$ cat config.mk
export PLATFORM = sky130hd
export DESIGN_NAME = hazard_tag_pipeline_flat
export DESIGN_NICKNAME = d
export VERILOG_FILES = /design/src/rtl/hazard_tag_pipeline_if.sv /design/src/rtl/hazard_tag_pipeline.sv /design/src/flat_wrapper.sv
export SDC_FILE = /design/constraint.sdc
export NUM_CORES = 1
export LEC_CHECK = 0
export ABC_AREA = 1
export BUFFER_PORTS_ARGS = -buffer_cell sky130_fd_sc_hd__buf_2
export CAP_MARGIN = 30
export CORE_MARGIN = 1.5
export CORE_UTILIZATION = 40
export CTS_CLUSTER_DIAMETER = 150
export DETAILED_ROUTE_END_ITERATION = 6
export PLACE_DENSITY = 0.68
export SLEW_MARGIN = 25
export SYNTH_ARGS = -nofsm -noshare
export SYNTH_HDL_FRONTEND = slang
export SYNTH_SLANG_ARGS = --single-unit
export TNS_END_PERCENT = 20
$ cat constraint.sdc
create_clock -name clk -period 2.1 [get_ports clk]
set_input_delay 0.42 -clock clk [delete_from_list [all_inputs] [get_ports clk]]
set_output_delay 0.42 -clock clk [all_outputs]
set_load 0.02 [all_outputs]
$ cat src/rtl/hazard_tag_pipeline_if.sv
// Tag/hazard bus between the pipeline front end and the hazard tag tracker.
// master = front end driving ID-stage tags; slave = the tracker producing tags and stalls.
interface hazard_tag_pipeline_if #(
  parameter int NREG_W = 5,
  parameter int CNT_W  = 16
);
  logic              idValid;
  logic [NREG_W-1:0] rsID;
  logic [NREG_W-1:0] rtID;
  logic              useRs;
  logic              useRt;
  logic [NREG_W-1:0] rdID;
  logic              regWriteID;
  logic              memReadID;
  logic              flushID;
  logic              exBusy;
  logic              statClear;
  logic              stall;
  logic              bubbleEX;
  logic [NREG_W-1:0] rsEX;
  logic [NREG_W-1:0] rtEX;
  logic [NREG_W-1:0] rdMEM;
  logic [NREG_W-1:0] rdWB;
  logic              regWriteMEM;
  logic              regWriteWB;
  logic [CNT_W-1:0]  stallCycles;

  modport master (
    output idValid, rsID, rtID, useRs, useRt, rdID, regWriteID, memReadID,
           flushID, exBusy, statClear,
    input  stall, bubbleEX, rsEX, rtEX, rdMEM, rdWB, regWriteMEM, regWriteWB,
           stallCycles
  );

  modport slave (
    input  idValid, rsID, rtID, useRs, useRt, rdID, regWriteID, memReadID,
           flushID, exBusy, statClear,
    output stall, bubbleEX, rsEX, rtEX, rdMEM, rdWB, regWriteMEM, regWriteWB,
           stallCycles
  );
endinterface

$ cat src/rtl/hazard_tag_pipeline.sv
// Register-tag tracker for EX/MEM/WB: feeds forwarding tags and detects
// load-use and EX-busy hazards driving stall/bubble for the pipeline front.
module hazard_tag_pipeline #(
  parameter int NREG_W = 5,
  parameter int CNT_W  = 16
) (
  input logic                   clk,
  input logic                   rst_n,
  hazard_tag_pipeline_if.slave  bus
);

  typedef struct packed {
    logic              valid;
    logic [NREG_W-1:0] rs;
    logic [NREG_W-1:0] rt;
    logic [NREG_W-1:0] rd;
    logic              regWrite;
    logic              memRead;
  } tagRec_t;

  localparam tagRec_t BUBBLE = '{
    valid: 1'b0, rs: {NREG_W{1'b0}}, rt: {NREG_W{1'b0}}, rd: {NREG_W{1'b0}},
    regWrite: 1'b0, memRead: 1'b0
  };

  tagRec_t          exRec_r, memRec_r, wbRec_r;
  tagRec_t          exNext_s, memNext_s, wbNext_s, idRec_s;
  logic             loadUse_s;
  logic             stall_s;
  logic [CNT_W-1:0] stallCycles_r;

  // A write to $0 is never a real producer, so it is masked out here once.
  function automatic logic qualWrite(input tagRec_t rec);
    return rec.valid & rec.regWrite & (rec.rd != {NREG_W{1'b0}});
  endfunction

  // Build the ID record; anything not entering EX as a real instruction is a bubble.
  always_comb begin
    idRec_s = BUBBLE;
    if (bus.idValid && !bus.flushID) begin
      idRec_s.valid    = 1'b1;
      idRec_s.rs       = bus.rsID;
      idRec_s.rt       = bus.rtID;
      idRec_s.rd       = bus.rdID;
      idRec_s.regWrite = bus.regWriteID;
      idRec_s.memRead  = bus.memReadID;
    end else begin
      idRec_s = BUBBLE;
    end
  end

  assign loadUse_s = bus.idValid & ~bus.flushID & exRec_r.valid & exRec_r.memRead &
                     (exRec_r.rd != {NREG_W{1'b0}}) &
                     ((bus.useRs & (bus.rsID == exRec_r.rd)) |
                      (bus.useRt & (bus.rtID == exRec_r.rd)));
  assign stall_s   = loadUse_s | bus.exBusy;

  // Stage advance: a busy EX freezes itself and drains bubbles behind it.
  always_comb begin
    exNext_s  = exRec_r;
    memNext_s = exRec_r;
    wbNext_s  = memRec_r;
    if (bus.exBusy) begin
      exNext_s  = exRec_r;
      memNext_s = BUBBLE;
    end else if (loadUse_s) begin
      exNext_s  = BUBBLE;
    end else begin
      exNext_s  = idRec_s;
    end
  end

  // Stage tag registers.
  always_ff @(posedge clk or negedge rst_n) begin
    if (!rst_n) begin
      exRec_r  <= BUBBLE;
      memRec_r <= BUBBLE;
      wbRec_r  <= BUBBLE;
    end else begin
      exRec_r  <= exNext_s;
      memRec_r <= memNext_s;
      wbRec_r  <= wbNext_s;
    end
  end

  // Saturating stall statistics; clear wins over counting.
  always_ff @(posedge clk or negedge rst_n) begin
    if (!rst_n) begin
      stallCycles_r <= {CNT_W{1'b0}};
    end else if (bus.statClear) begin
      stallCycles_r <= {CNT_W{1'b0}};
    end else if (stall_s && (stallCycles_r != {CNT_W{1'b1}})) begin
      stallCycles_r <= stallCycles_r + {{(CNT_W-1){1'b0}}, 1'b1};
    end else begin
      stallCycles_r <= stallCycles_r;
    end
  end

  assign bus.stall       = stall_s;
  assign bus.bubbleEX    = loadUse_s & ~bus.exBusy;
  assign bus.rsEX        = exRec_r.rs;
  assign bus.rtEX        = exRec_r.rt;
  assign bus.rdMEM       = memRec_r.rd;
  assign bus.rdWB        = wbRec_r.rd;
  assign bus.regWriteMEM = qualWrite(memRec_r);
  assign bus.regWriteWB  = qualWrite(wbRec_r);
  assign bus.stallCycles = stallCycles_r;

endmodule

$ cat src/flat_wrapper.sv
// flat-port wrapper written by rule: the top's interface ports become plain ports
module hazard_tag_pipeline_flat 
#(
  parameter int NREG_W = 5,
  parameter int CNT_W  = 16
)
  (clk, rst_n, bus_idValid, bus_rsID, bus_rtID, bus_useRs, bus_useRt, bus_rdID, bus_regWriteID, bus_memReadID, bus_flushID, bus_exBusy, bus_statClear, bus_stall, bus_bubbleEX, bus_rsEX, bus_rtEX, bus_rdMEM, bus_rdWB, bus_regWriteMEM, bus_regWriteWB, bus_stallCycles);
  hazard_tag_pipeline_if #(.NREG_W(NREG_W), .CNT_W(CNT_W)) bus_i ();
  input logic clk;
  input logic rst_n;
  input wire logic [$bits(bus_i.idValid)-1:0] bus_idValid;
  input wire logic [$bits(bus_i.rsID)-1:0] bus_rsID;
  input wire logic [$bits(bus_i.rtID)-1:0] bus_rtID;
  input wire logic [$bits(bus_i.useRs)-1:0] bus_useRs;
  input wire logic [$bits(bus_i.useRt)-1:0] bus_useRt;
  input wire logic [$bits(bus_i.rdID)-1:0] bus_rdID;
  input wire logic [$bits(bus_i.regWriteID)-1:0] bus_regWriteID;
  input wire logic [$bits(bus_i.memReadID)-1:0] bus_memReadID;
  input wire logic [$bits(bus_i.flushID)-1:0] bus_flushID;
  input wire logic [$bits(bus_i.exBusy)-1:0] bus_exBusy;
  input wire logic [$bits(bus_i.statClear)-1:0] bus_statClear;
  output wire logic [$bits(bus_i.stall)-1:0] bus_stall;
  output wire logic [$bits(bus_i.bubbleEX)-1:0] bus_bubbleEX;
  output wire logic [$bits(bus_i.rsEX)-1:0] bus_rsEX;
  output wire logic [$bits(bus_i.rtEX)-1:0] bus_rtEX;
  output wire logic [$bits(bus_i.rdMEM)-1:0] bus_rdMEM;
  output wire logic [$bits(bus_i.rdWB)-1:0] bus_rdWB;
  output wire logic [$bits(bus_i.regWriteMEM)-1:0] bus_regWriteMEM;
  output wire logic [$bits(bus_i.regWriteWB)-1:0] bus_regWriteWB;
  output wire logic [$bits(bus_i.stallCycles)-1:0] bus_stallCycles;
  assign bus_i.idValid = bus_idValid;
  assign bus_i.rsID = bus_rsID;
  assign bus_i.rtID = bus_rtID;
  assign bus_i.useRs = bus_useRs;
  assign bus_i.useRt = bus_useRt;
  assign bus_i.rdID = bus_rdID;
  assign bus_i.regWriteID = bus_regWriteID;
  assign bus_i.memReadID = bus_memReadID;
  assign bus_i.flushID = bus_flushID;
  assign bus_i.exBusy = bus_exBusy;
  assign bus_i.statClear = bus_statClear;
  assign bus_stall = bus_i.stall;
  assign bus_bubbleEX = bus_i.bubbleEX;
  assign bus_rsEX = bus_i.rsEX;
  assign bus_rtEX = bus_i.rtEX;
  assign bus_rdMEM = bus_i.rdMEM;
  assign bus_rdWB = bus_i.rdWB;
  assign bus_regWriteMEM = bus_i.regWriteMEM;
  assign bus_regWriteWB = bus_i.regWriteWB;
  assign bus_stallCycles = bus_i.stallCycles;
  hazard_tag_pipeline #(.NREG_W(NREG_W), .CNT_W(CNT_W)) u_core (.clk(clk), .rst_n(rst_n), .bus(bus_i));
endmodule
==> results of run 1 <==
==> how the worst max path moves through the flow <==
stage | from | endpoint | slack [ps] | cells past startpoint
after detailed placement | bus_rsID[3] | bus_stall | 230 | 10
final | u_core.exRec_r[5]$_DFFE_PN0N_ | bus_stall | 100 | 9
after global routing | u_core.exRec_r[3]$_DFFE_PN0N_ | bus_bubbleEX | 0.1 | 9
after CTS | u_core.exRec_r[3]$_DFFE_PN0N_ | bus_stall | 30 | 9
after floorplan | u_core.bus.stallCycles[0]$_DFFE_PN0P_ | u_core.bus.stallCycles[4]$_DFFE_PN0P_ | 360 | 9
after global placement | bus_rsID[3] | bus_stall | 250 | 10
==> power breakdown <==
group | internal [mW] | leakage, nW | switching [mW]
Combinational | 0.0730 | 1.03 | 0.143
Sequential | 0.957 | 0.655 | 0.0237
Clock | 0.359 | 0.0583 | 0.322
==> per-stage QoR <==
stage          setup WS, ps  hold slack, ps  cells  cell area [sq um]  power [mW]
6_report              98.52           94.41    436               2914       1.878
5_1_grt              0.1134           143.6    436               2914       1.970
4_1_cts               33.08           126.8    436               2907       1.899
3_5_place_dp          231.3           361.8    428               2785       1.217
3_3_place_gp          251.8           355.1    428               2785       1.213
2_1_floorplan         355.5           124.4    311               2517       1.143
==> cells by family after synthesis <==
kind of cell | synth area share, %
simple gates | 29.27
flops | 47.71
buf+inv | 14.02
compound gates | 3.976
fa+ha+maj | 0.4969
xor+xnor | 4.523
==> area by class of cell <==
type	instances	area, sq um	area share [%]
Inverter	41	153.9	5.281
Tap cell	75	93.84	3.220
Multi-Input combinational cell	193	973.4	33.40
Sequential cell	48	1201	41.22
Timing Repair Buffer	71	375.4	12.88
Clock buffer	5	68.82	2.362
Clock inverter	3	47.55	1.632
==> placed cells by master (no fill, tap or decap), types with 3 or more instances in the layout <==
cell,n
sky130_fd_sc_hd__buf_2,63
sky130_fd_sc_hd__buf_4,8
sky130_fd_sc_hd__clkbuf_8,5
sky130_fd_sc_hd__dfrtp_1,48
sky130_fd_sc_hd__inv_1,33
sky130_fd_sc_hd__inv_2,8
sky130_fd_sc_hd__nand2_1,78
sky130_fd_sc_hd__nand3_1,23
sky130_fd_sc_hd__nand4_1,18
sky130_fd_sc_hd__nor2_1,29
sky130_fd_sc_hd__nor2_2,3
sky130_fd_sc_hd__o21ai_1,8
sky130_fd_sc_hd__o22ai_1,6
sky130_fd_sc_hd__xor2_1,11
==> cell usage after synthesis (2+ instances only) <==
| cell | count |
|---|---|
| sky130_fd_sc_hd__nand2_1 | 79 |
| sky130_fd_sc_hd__dfrtp_1 | 48 |
| sky130_fd_sc_hd__inv_1 | 33 |
| sky130_fd_sc_hd__nor2_1 | 30 |
| sky130_fd_sc_hd__nand3_1 | 23 |
| sky130_fd_sc_hd__buf_4 | 20 |
| sky130_fd_sc_hd__nand4_1 | 18 |
| sky130_fd_sc_hd__xor2_1 | 11 |
| sky130_fd_sc_hd__inv_2 | 8 |
| sky130_fd_sc_hd__o21ai_1 | 8 |
| sky130_fd_sc_hd__buf_2 | 6 |
| sky130_fd_sc_hd__o22ai_1 | 6 |
| sky130_fd_sc_hd__nand2_2 | 2 |
| sky130_fd_sc_hd__nand3_2 | 2 |
| sky130_fd_sc_hd__nor2_2 | 2 |
| sky130_fd_sc_hd__o311ai_0 | 2 |
| sky130_fd_sc_hd__or3_1 | 2 |
| sky130_fd_sc_hd__xnor2_1 | 2 |
==> sequential cells by signal (all words and copies together), names as in the netlist <==
signal                  cells
u_core.memRec_r             2
u_core.bus.stallCycles     16
u_core.bus.rtEX             5
u_core.exRec_r              8
u_core.bus.rdWB             5
u_core.bus.rdMEM            5
u_core.wbRec_r              2
u_core.bus.rsEX             5
==> worst max-delay path: stages, from the launching register on <==
cell,delay (ps)
sky130_fd_sc_hd__dfrtp_1,410
sky130_fd_sc_hd__inv_2,80
sky130_fd_sc_hd__nand2_1,60
sky130_fd_sc_hd__nand2_1,50
sky130_fd_sc_hd__nor2_1,120
sky130_fd_sc_hd__nand3_1,90
sky130_fd_sc_hd__nand2_1,80
sky130_fd_sc_hd__nand2_2,110
sky130_fd_sc_hd__nand2_4,130
sky130_fd_sc_hd__buf_4,160
==> routing by layer <==
layer	part of all wire [%]	global-route usage, %	vias up
met2	46	26.75	63
met1	47	24.12	961
met5	0	0	-
met3	4.9	3.516	6
li1	-	-	1066
met4	1.4	6.610	0
==> what timing repair did <==
item | 4_1_cts | 5_1_grt
gates resized for setup | 1 | 4
endpoints found under the hold margin | 0 | 0
endpoints found under the setup margin | 1 | 3
==> impl_metrics.sql, run 1 <==
INSERT INTO impl_metrics (metric_group, metric, value, unit) VALUES
('setup_path', 'critical_path.startpoint_type', 'flip-flop', ''),
('placement', 'routabilityCongestion', '0.8662', ''),
('floorplanning', 'die_ar', '6778', 'sq um'),
('floorplanning', 'placeableCoreArea', '5991', 'sq um'),
('floorplanning', 'io_pins', '65', ''),
('sta', 'finalSetupViolations', '0', ''),
('drt', 'drc_errors', '0', ''),
('drt', 'ant_nets', '0', ''),
('final_layout', 'layout.nets', '386', ''),
('setup_path', 'reg2reg_depth', '9', ''),
('run', 'drv.max_cap_violation_count', '0', ''),
('final_layout', 'final_core_util', '48.64', '%'),
('yosys', 'syn_area', '2517', 'sq um'),
('cts', 'clkLatencyLatePin', '300', 'ps'),
('setup_path', 'worst_r2r_startpoint', 'u_core.bus.stallCycles[0]$_DFFE_PN0P_', ''),
('global_routing', 'antenna_violations_before_repair', '0', ''),
('worst_hold_path', 'worstHoldPathType', 'in -> async', ''),
('yosys', 'post_synth_edffs', '0', ''),
('drt', 'first_pass_iters', '4', ''),
('setup_path', 'largest_fanout_of_any_net_on_the_critical_path', '6', ''),
('placement', 'detailed_place_hpwl', '4041', 'um'),
('setup_path', 'criticalPathCategory', 'reg -> out', ''),
('yosys', 'avgSynthCellArea', '8.095', 'sq um'),
('cts', 'cts-root-buf', 'sky130_fd_sc_hd__clkbuf_8', ''),
('cts', 'tritoncts.num_buffers', '5', ''),
('floorplanning', 'die_width', '82.33', 'um'),
('floorplanning', 'placement_rows', '28', ''),
('sta', 'fin_crit_sh', '95.31', '%'),
('sta', 'fin_skew', '10.18', 'ps'),
('final_layout', 'antenna_cells_inserted', '0', ''),
('cts', 'postCtsHoldBufs', '0', ''),
('setup_path', 'cp-end-kind', 'primary output', ''),
('sta', 'max_clock_freq', '0.4996', 'GHz'),
('drt', 'avgRoutedWirePerCell', '12.71', 'um'),
('global_routing', 'aggregate_global_routing_overflow', '0', ''),
('sta', 'final-max-slew-violation-count', '0', ''),
('drt', 'detail_route.vias_per_cell', '4.807', ''),
('yosys', 'async_reset_ff_share', '100.0', '%'),
('cts', 'cts_setup_buffers', '0', ''),
('floorplanning', 'starting_density_of_the_core', '42.02', '%'),
('drt', 'drt-total-wl', '5542', 'um'),
('setup_path', 'crit_arrival', '1580', 'ps'),
('final_layout', 'fillers', '588', ''),
('global_routing', 'maximum_number_of_pins_on_one_net_before_global_route_repair', '31', ''),
('setup_path', 'required_worst_endpoint', '1680', 'ps'),
('sta', 'worst-slew-pin-transition', '572.6', 'ps'),
('cts', 'cts_buffer_depth', '2', ''),
('setup_path', 'reg2reg_to', 'u_core.bus.stallCycles[3]$_DFFE_PN0P_', ''),
('sta', 'finalSetupTns', '0', 'ps'),
('yosys', 'yosys_warnings', '0', ''),
('drt', 'vias', '2096', ''),
('drt', 'drt_iter0_markers', '132', ''),
('yosys', 'unique_masters_post_synth', '27', ''),
('floorplanning', 'chipHeight', '82.33', 'um'),
('cts', 'clock_tree_from_tritoncts', 'yes', ''),
('global_routing', 'first_global_vias', '1843', ''),
('power', 'power_density', '644.4', 'nW/um^2'),
('yosys', 'synth_largest_area_cell', 'sky130_fd_sc_hd__dfrtp_1', ''),
('yosys', 'gate_count_of_the_mapped_netlist', '311', ''),
('placement', 'portBuffers', '64', ''),
('yosys', 'seq_area_frac_synth', '47.71', '%'),
('power', 'total_leakage_power', '1.744', 'nW'),
('yosys', 'netlist_top_cells_area', 'sky130_fd_sc_hd__dfrtp_1 48%, sky130_fd_sc_hd__nand2_1 12%, sky130_fd_sc_hd__buf_4 6.0%, sky130_fd_sc_hd__inv_1 4.9%, sky130_fd_sc_hd__nand3_1 4.6%', ''),
('setup_path', 'r2r_slack', '330', 'ps'),
('yosys', 'yosys_register_bits', '48', ''),
('global_routing', 'grtUsageTotal', '17.44', '%'),
('final_layout', 'area_growth', '15.76', '%'),
('yosys', 'synth.net_count', '337', ''),
('sta', 'grt_setup_unrepaired', 'false', ''),
('power', 'worst_ir_drop_vdd', '0.0002761', 'V'),
('yosys', 'most_used_flip_flop_cell_after_synthesis', 'sky130_fd_sc_hd__dfrtp_1', ''),
('run_status', 'status', 'complete, no violations', ''),
('final_layout', 'drive_above_1_share', '27.15', '%'),
('cts', 'clock_tree.htree_level_count', '2', ''),
('cts', 'cts.clk_slew.worst_paths', '100', 'ps'),
('sta', 'finalWorstPathRequiredPeriod', '2001', 'ps'),
('sta', 'final_hold_violation_count', '0', ''),
('cts', 'numClockSinks', '48', ''),
('sta', 'max-slew-margin-rel', '61.82', '%'),
('global_routing', 'grt_first_pass_wirelength', '8838', 'um'),
('yosys', 'synth_top_cell_area_share', '47.71', '%');
Power figures use the tool's default switching activity.
==> run 2: changes to the inputs <==
--- a/config.mk
+++ b/config.mk
@@ -12,7 +12,7 @@
 export CORE_UTILIZATION = 40
 export CTS_CLUSTER_DIAMETER = 150
 export DETAILED_ROUTE_END_ITERATION = 6
-export PLACE_DENSITY = 0.68
+export PLACE_DENSITY = 0.75
 export SLEW_MARGIN = 25
 export SYNTH_ARGS = -nofsm -noshare
 export SYNTH_HDL_FRONTEND = slang
==> run 2 against run 1 <==
Net effect: hold slack improved by 14 ps; power is 0.28% higher; combinational power up 2%; sequential power is essentially flat; sequential cell count did not move; count of clock-buffer cells in the layout stayed put; core utilization up 0.13 points; first-iteration DRC count rose by 16%; clock skew increased by 7.8 ps; largest cell class unchanged.
==> impl_metrics.sql, run 2 (same netlist as run 1, synthesis figures left out) <==
INSERT INTO impl_metrics (metric_group, metric, value, unit) VALUES
('sta', 'max-slew-margin-rel', '59.52', '%'),
('floorplanning', 'io_pins', '65', ''),
('global_routing', 'aggregate_global_routing_overflow', '0', ''),
('power', 'power_density', '644.6', 'nW/um^2'),
('floorplanning', 'chipHeight', '82.33', 'um'),
('cts', 'cts-root-buf', 'sky130_fd_sc_hd__clkbuf_8', ''),
('sta', 'finalSetupTns', '0', 'ps'),
('setup_path', 'largest_fanout_of_any_net_on_the_critical_path', '5', ''),
('final_layout', 'final_cells', '436', ''),
('worst_hold_path', 'worstHoldPathType', 'in -> async', ''),
('final_layout', 'area_growth', '16.05', '%'),
('setup_path', 'required_worst_endpoint', '1680', 'ps'),
('run', 'drv.max_cap_violation_count', '0', ''),
('setup_path', 'critical_path.startpoint_type', 'flip-flop', ''),
('final_layout', 'antenna_cells_inserted', '0', ''),
('placement', 'routabilityCongestion', '0.8738', ''),
('final_layout', 'drive_above_1_share', '27.15', '%'),
('sta', 'finalWorstPathRequiredPeriod', '1949', 'ps'),
('cts', 'tritoncts.num_buffers', '5', ''),
('global_routing', 'first_global_vias', '1907', ''),
('drt', 'avgRoutedWirePerCell', '12.44', 'um'),
('sta', 'final-max-slew-violation-count', '0', ''),
('drt', 'drc_errors', '0', ''),
('drt', 'drt_iter0_markers', '153', ''),
('floorplanning', 'die_width', '82.33', 'um'),
('final_layout', 'register_area', '1201', 'sq um'),
('sta', 'final_hold_violation_count', '0', ''),
('setup_path', 'cp-end-kind', 'primary output', ''),
('cts', 'cts.clk_slew.worst_paths', '100', 'ps'),
('final_layout', 'largest_reg_flops', '16', ''),
('cts', 'numClockSinks', '48', ''),
('drt', 'vias', '2142', ''),
('global_routing', 'antenna_violations_before_repair', '0', ''),
('cts', 'postCtsHoldBufs', '0', ''),
('global_routing', 'grt_first_pass_wirelength', '8700', 'um'),
('global_routing', 'grtUsageTotal', '16.57', '%'),
('cts', 'clkLatencyLatePin', '300', 'ps'),
('final_layout', 'final_cell_mix', '78 x sky130_fd_sc_hd__nand2_1, 63 x sky130_fd_sc_hd__buf_2, 48 x sky130_fd_sc_hd__dfrtp_1, 33 x sky130_fd_sc_hd__inv_1, 29 x sky130_fd_sc_hd__nor2_1', ''),
('power', 'total_leakage_power', '1.752', 'nW'),
('setup_path', 'criticalPathCategory', 'reg -> out', ''),
('sta', 'worst-slew-pin-transition', '607.2', 'ps'),
('floorplanning', 'placement_rows', '28', ''),
('setup_path', 'r2r_slack', '270', 'ps'),
('placement', 'detailed_place_hpwl', '3990', 'um'),
('cts', 'clock_tree_from_tritoncts', 'yes', ''),
('final_layout', 'layout.nets', '386', ''),
('final_layout', 'leading_cell_type_in_the_layout_fill_and_taps_excluded', 'sky130_fd_sc_hd__nand2_1', ''),
('global_routing', 'maximum_number_of_pins_on_one_net_before_global_route_repair', '31', ''),
('cts', 'clock_tree.htree_level_count', '2', ''),
('run_status', 'status', 'complete, no violations', ''),
('floorplanning', 'placeableCoreArea', '5991', 'sq um'),
('placement', 'portBuffers', '64', ''),
('final_layout', 'multiInputGateArea', '968.4', 'sq um'),
('drt', 'detail_route.vias_per_cell', '4.913', ''),
('drt', 'ant_nets', '0', ''),
('cts', 'cts_buffer_depth', '2', ''),
('power', 'worst_ir_drop_vdd', '0.0004253', 'V'),
('floorplanning', 'starting_density_of_the_core', '42.02', '%'),
('floorplanning', 'die_ar', '6778', 'sq um'),
('final_layout', 'fillers', '597', ''),
('sta', 'fin_skew', '17.93', 'ps'),
('sta', 'max_clock_freq', '0.5131', 'GHz'),
('placement', 'dp_cells', '427', ''),
('sta', 'fin_crit_sh', '92.81', '%'),
('drt', 'first_pass_iters', '4', ''),
('setup_path', 'crit_arrival', '1530', 'ps'),
('sta', 'grt_setup_unrepaired', 'false', ''),
('sta', 'finalSetupViolations', '0', ''),
('drt', 'drt-total-wl', '5423', 'um');
run 2: cell counts in the layout (fill, tap and decap cells not counted):
No cell type changed its count.
run 2: worst paths after layout:
check	from	endpoint	cells after the start
min reg2reg	u_core.memRec_r[17]$_DFF_PN0_	u_core.wbRec_r[17]$_DFF_PN0_	0
max in group asynchronous	rst_n	u_core.bus.stallCycles[12]$_DFFE_PN0P_	2
min	rst_n	u_core.bus.rtEX[4]$_DFFE_PN0N_	1
max reg2reg	u_core.bus.stallCycles[0]$_DFFE_PN0P_	u_core.bus.stallCycles[4]$_DFFE_PN0P_	9
min in group clk	bus_memReadID	u_core.exRec_r[0]$_DFFE_PN0N_	3
max	u_core.exRec_r[6]$_DFFE_PN0N_	bus_stall	9
run 2: worst max-delay path, cell delays in order, from the launching register on:
cell	delay, ps
sky130_fd_sc_hd__dfrtp_1	390
sky130_fd_sc_hd__inv_2	80
sky130_fd_sc_hd__nand2_1	60
sky130_fd_sc_hd__nand2_1	50
sky130_fd_sc_hd__nor2_1	100
sky130_fd_sc_hd__nand3_1	100
sky130_fd_sc_hd__nand2_1	90
sky130_fd_sc_hd__nand2_2	90
sky130_fd_sc_hd__nand2_2	120
sky130_fd_sc_hd__buf_4	150
run 2: layout make-up:
class | count | area share, %
Clock inverter | 3 | 1.627
Clock buffer | 5 | 2.355
Tap cell | 75 | 3.212
Multi-Input combinational cell | 193 | 33.15
Timing Repair Buffer | 71 | 13.28
Inverter | 41 | 5.268
Sequential cell | 48 | 41.11
run 2: through the flow:
stage	power, mW	utilization, %	area, sq um	hold slack (ps)	worst slack [ps]
after global routing	1.967	48.77	2922	155.9	21.20
after floorplan	1.143	-	2517	124.4	355.5
after CTS	1.896	48.52	2907	136.7	63.40
after global placement	1.215	46.57	2790	353.8	299.0
after detailed placement	1.219	46.57	2790	356.2	281.0
final	1.883	48.77	2922	108.2	150.9
run 2: metal layers:
layer	global-route usage (%)	part of all wire (%)
met3	2.527	3.7
met4	5.932	1.1
met5	0	0
met1	22.75	46
met2	26.42	49
run 2: timing repair:
item | 4_1_cts | 5_1_grt
setup buffers | 0 | 1
endpoints found under the setup margin | 0 | 4
gates resized for setup | 0 | 5
run 2: where the power goes:
part	internal, mW	switching, mW	total (mW)
clock network	0.359	0.324	0.683
logic	0.0760	0.144	0.220
registers	0.957	0.0232	0.981
==> run 3: changes to the inputs <==
--- a/config.mk
+++ b/config.mk
@@ -13,6 +13,7 @@
 export CTS_CLUSTER_DIAMETER = 150
 export DETAILED_ROUTE_END_ITERATION = 6
 export PLACE_DENSITY = 0.75
+export REMOVE_ABC_BUFFERS = 1
 export SLEW_MARGIN = 25
 export SYNTH_ARGS = -nofsm -noshare
 export SYNTH_HDL_FRONTEND = slang
==> run 3 against run 2 <==
Net effect: die area stayed put; count of clock-buffer cells in the layout is the same; power increased by 6.9%; hold slack better by 45 ps; highest routed layer unchanged; worst setup slack worse by 44 ps; global-route usage up 1.2 points; via count up 0.33%; clock power rose by 19%; critical path depth is the same.
==> impl_metrics.sql, run 3 (same netlist as run 1, synthesis figures left out) <==
INSERT INTO impl_metrics (metric_group, metric, value, unit) VALUES
('sta', 'worst-slew-pin-transition', '726.8', 'ps'),
('setup_path', 'crit_arrival', '1570', 'ps'),
('run_status', 'status', 'complete, no violations', ''),
('cts', 'cts.clk_slew.worst_paths', '100', 'ps'),
('worst_hold_path', 'worstHoldPathType', 'in -> async', ''),
('setup_path', 'largest_fanout_of_any_net_on_the_critical_path', '4', ''),
('final_layout', 'final_cell_mix', '78 x sky130_fd_sc_hd__nand2_1, 64 x sky130_fd_sc_hd__buf_2, 48 x sky130_fd_sc_hd__dfrtp_1, 33 x sky130_fd_sc_hd__inv_1, 30 x sky130_fd_sc_hd__nor2_1', ''),
('cts', 'tritoncts.num_buffers', '5', ''),
('drt', 'drt-total-wl', '5598', 'um'),
('sta', 'fin_skew', '10.68', 'ps'),
('global_routing', 'aggregate_global_routing_overflow', '0', ''),
('final_layout', 'fillers', '589', ''),
('cts', 'numClockSinks', '48', ''),
('power', 'power_density', '681.9', 'nW/um^2'),
('final_layout', 'leading_cell_type_in_the_layout_fill_and_taps_excluded', 'sky130_fd_sc_hd__nand2_1', ''),
('final_layout', 'multiInputGateArea', '970.9', 'sq um'),
('placement', 'routabilityCongestion', '0.9079', ''),
('sta', 'max_clock_freq', '0.5018', 'GHz'),
('setup_path', 'criticalPathCategory', 'reg -> out', ''),
('drt', 'vias', '2149', ''),
('power', 'worst_ir_drop_vdd', '0.0004156', 'V'),
('global_routing', 'gr-usage-met3', '3.407', '%'),
('floorplanning', 'placement_rows', '28', ''),
('sta', 'finalSetupTns', '0', 'ps'),
('global_routing', 'global_route.peak_usage_layer', 'met2', ''),
('sta', 'fin_crit_sh', '94.89', '%'),
('sta', 'finalSetupViolations', '0', ''),
('final_layout', 'register_area', '1201', 'sq um'),
('final_layout', 'largest_reg_flops', '16', ''),
('floorplanning', 'placeableCoreArea', '5991', 'sq um'),
('cts', 'postCtsHoldBufs', '0', ''),
('floorplanning', 'die_ar', '6778', 'sq um'),
('drt', 'detail_route.vias_per_cell', '4.895', ''),
('final_layout', 'drive_above_1_share', '27.47', '%'),
('final_layout', 'antenna_cells_inserted', '0', ''),
('cts', 'cts_buffer_depth', '2', ''),
('cts', 'clkLatencyLatePin', '310', 'ps'),
('sta', 'finalWorstPathRequiredPeriod', '1993', 'ps'),
('global_routing', 'first_global_vias', '2043', ''),
('sta', 'final-max-slew-violation-count', '0', ''),
('global_routing', 'grt.met2_usage', '27.32', '%'),
('drt', 'drt_iter0_markers', '111', ''),
('final_layout', 'final_core_util', '49.29', '%'),
('global_routing', 'grtUsageTotal', '17.79', '%'),
('floorplanning', 'chipHeight', '82.33', 'um'),
('final_layout', 'area_growth', '17.30', '%'),
('drt', 'ant_nets', '0', ''),
('drt', 'first_pass_iters', '4', ''),
('cts', 'clock_tree.htree_level_count', '2', ''),
('drt', 'avgRoutedWirePerCell', '12.75', 'um'),
('drt', 'drc_errors', '0', ''),
('setup_path', 'required_worst_endpoint', '1680', 'ps'),
('sta', 'grt_setup_unrepaired', 'false', ''),
('cts', 'cts-root-buf', 'sky130_fd_sc_hd__clkbuf_8', ''),
('run', 'drv.max_cap_violation_count', '0', ''),
('power', 'total_leakage_power', '1.773', 'nW'),
('global_routing', 'antenna_violations_before_repair', '0', ''),
('floorplanning', 'io_pins', '65', ''),
('global_routing', 'maximum_number_of_pins_on_one_net_before_global_route_repair', '35', ''),
('cts', 'clock_tree_from_tritoncts', 'yes', ''),
('global_routing', 'grt_first_pass_wirelength', '9321', 'um'),
('global_routing', 'globalRouteMet1Util', '24.09', '%'),
('setup_path', 'critical_path.startpoint_type', 'flip-flop', ''),
('sta', 'max-slew-margin-rel', '51.54', '%'),
('final_layout', 'layout.nets', '389', ''),
('placement', 'portBuffers', '64', ''),
('placement', 'detailed_place_hpwl', '4088', 'um'),
('floorplanning', 'starting_density_of_the_core', '42.02', '%'),
('sta', 'final_hold_violation_count', '0', ''),
('setup_path', 'cp-end-kind', 'primary output', ''),
('floorplanning', 'die_width', '82.33', 'um');
## run 3: cell count changes in the layout (fill, tap and decap cells not counted), sizes merged
cell / delta
clkinv: -2
inv: +1
bufinv: +1
buf: +3
## run 3: routing by layer
metal  up-vias  wire [um]
li1       1076          -
met1       994       2484
met2        67       2675
met3        12        306
met4         0        131
met5         -          0
## run 3: final cells by class
class	count	share of cell area (%)
clock buffer	5	2.331
clock inverter	3	2.331
inverter	41	5.212
multi-input combinational	193	32.88
sequential	48	40.68
tap	75	3.178
timing repair buffer	74	13.39
## run 3: what timing repair did
| action | CTS | global route |
|---|---|---|
| hold endpoints to repair | 0 | 0 |
| endpoints found under the setup margin | 1 | 4 |
| resized for setup | 1 | 3 |
| pin swaps | 0 | 1 |
| setup buffers | 0 | 2 |
## run 3: through the flow
stage / std cells / worst slack, ps / cell area [sq um] / power (mW) / hold WS, ps
final: 439 / 107.4 / 2953 / 2.013 / 153.4
after global routing: 439 / 0.8692 / 2953 / 2.100 / 222.4
after CTS: 437 / 26.49 / 2935 / 2.032 / 188.6
after detailed placement: 429 / 237.4 / 2793 / 1.216 / 356.9
after global placement: 429 / 254.7 / 2793 / 1.212 / 354.6
after floorplan: 282 / 334.4 / 2318 / 1.108 / 124.4
## run 3: final timing paths
| kind | slack, ps | endpoint | from | cells past startpoint |
|---|---|---|---|---|
| min reg2reg | 380 | u_core.wbRec_r[17]$_DFF_PN0_ | u_core.memRec_r[17]$_DFF_PN0_ | 0 |
| max in group asynchronous | 1320 | u_core.bus.stallCycles[0]$_DFFE_PN0P_ | rst_n | 2 |
| max reg2reg | 330 | u_core.bus.stallCycles[14]$_DFFE_PN0P_ | u_core.bus.stallCycles[0]$_DFFE_PN0P_ | 9 |
| max | 110 | bus_bubbleEX | u_core.exRec_r[3]$_DFFE_PN0N_ | 9 |
| min in group clk | 310 | u_core.exRec_r[0]$_DFFE_PN0N_ | bus_memReadID | 3 |
| min | 150 | u_core.bus.rtEX[4]$_DFFE_PN0N_ | rst_n | 1 |
## run 3: worst max-delay path, stage by stage, from the launching register on
cell and delay [ps]:
sky130_fd_sc_hd__dfrtp_1 420, sky130_fd_sc_hd__inv_2 80, sky130_fd_sc_hd__nand2_1 70, sky130_fd_sc_hd__nand2_1 50, sky130_fd_sc_hd__nor2_1 80, sky130_fd_sc_hd__nand3_1 80
sky130_fd_sc_hd__nand2_1 90, sky130_fd_sc_hd__nand2_2 100, sky130_fd_sc_hd__nor2_1 120, sky130_fd_sc_hd__buf_2 180
## run 3: power by group
group	total, mW	internal [mW]	switching [mW]
combinational	0.220	0.0757	0.144
clock	0.813	0.479	0.333
sequential	0.981	0.958	0.0236
total	2.01	1.51	0.501
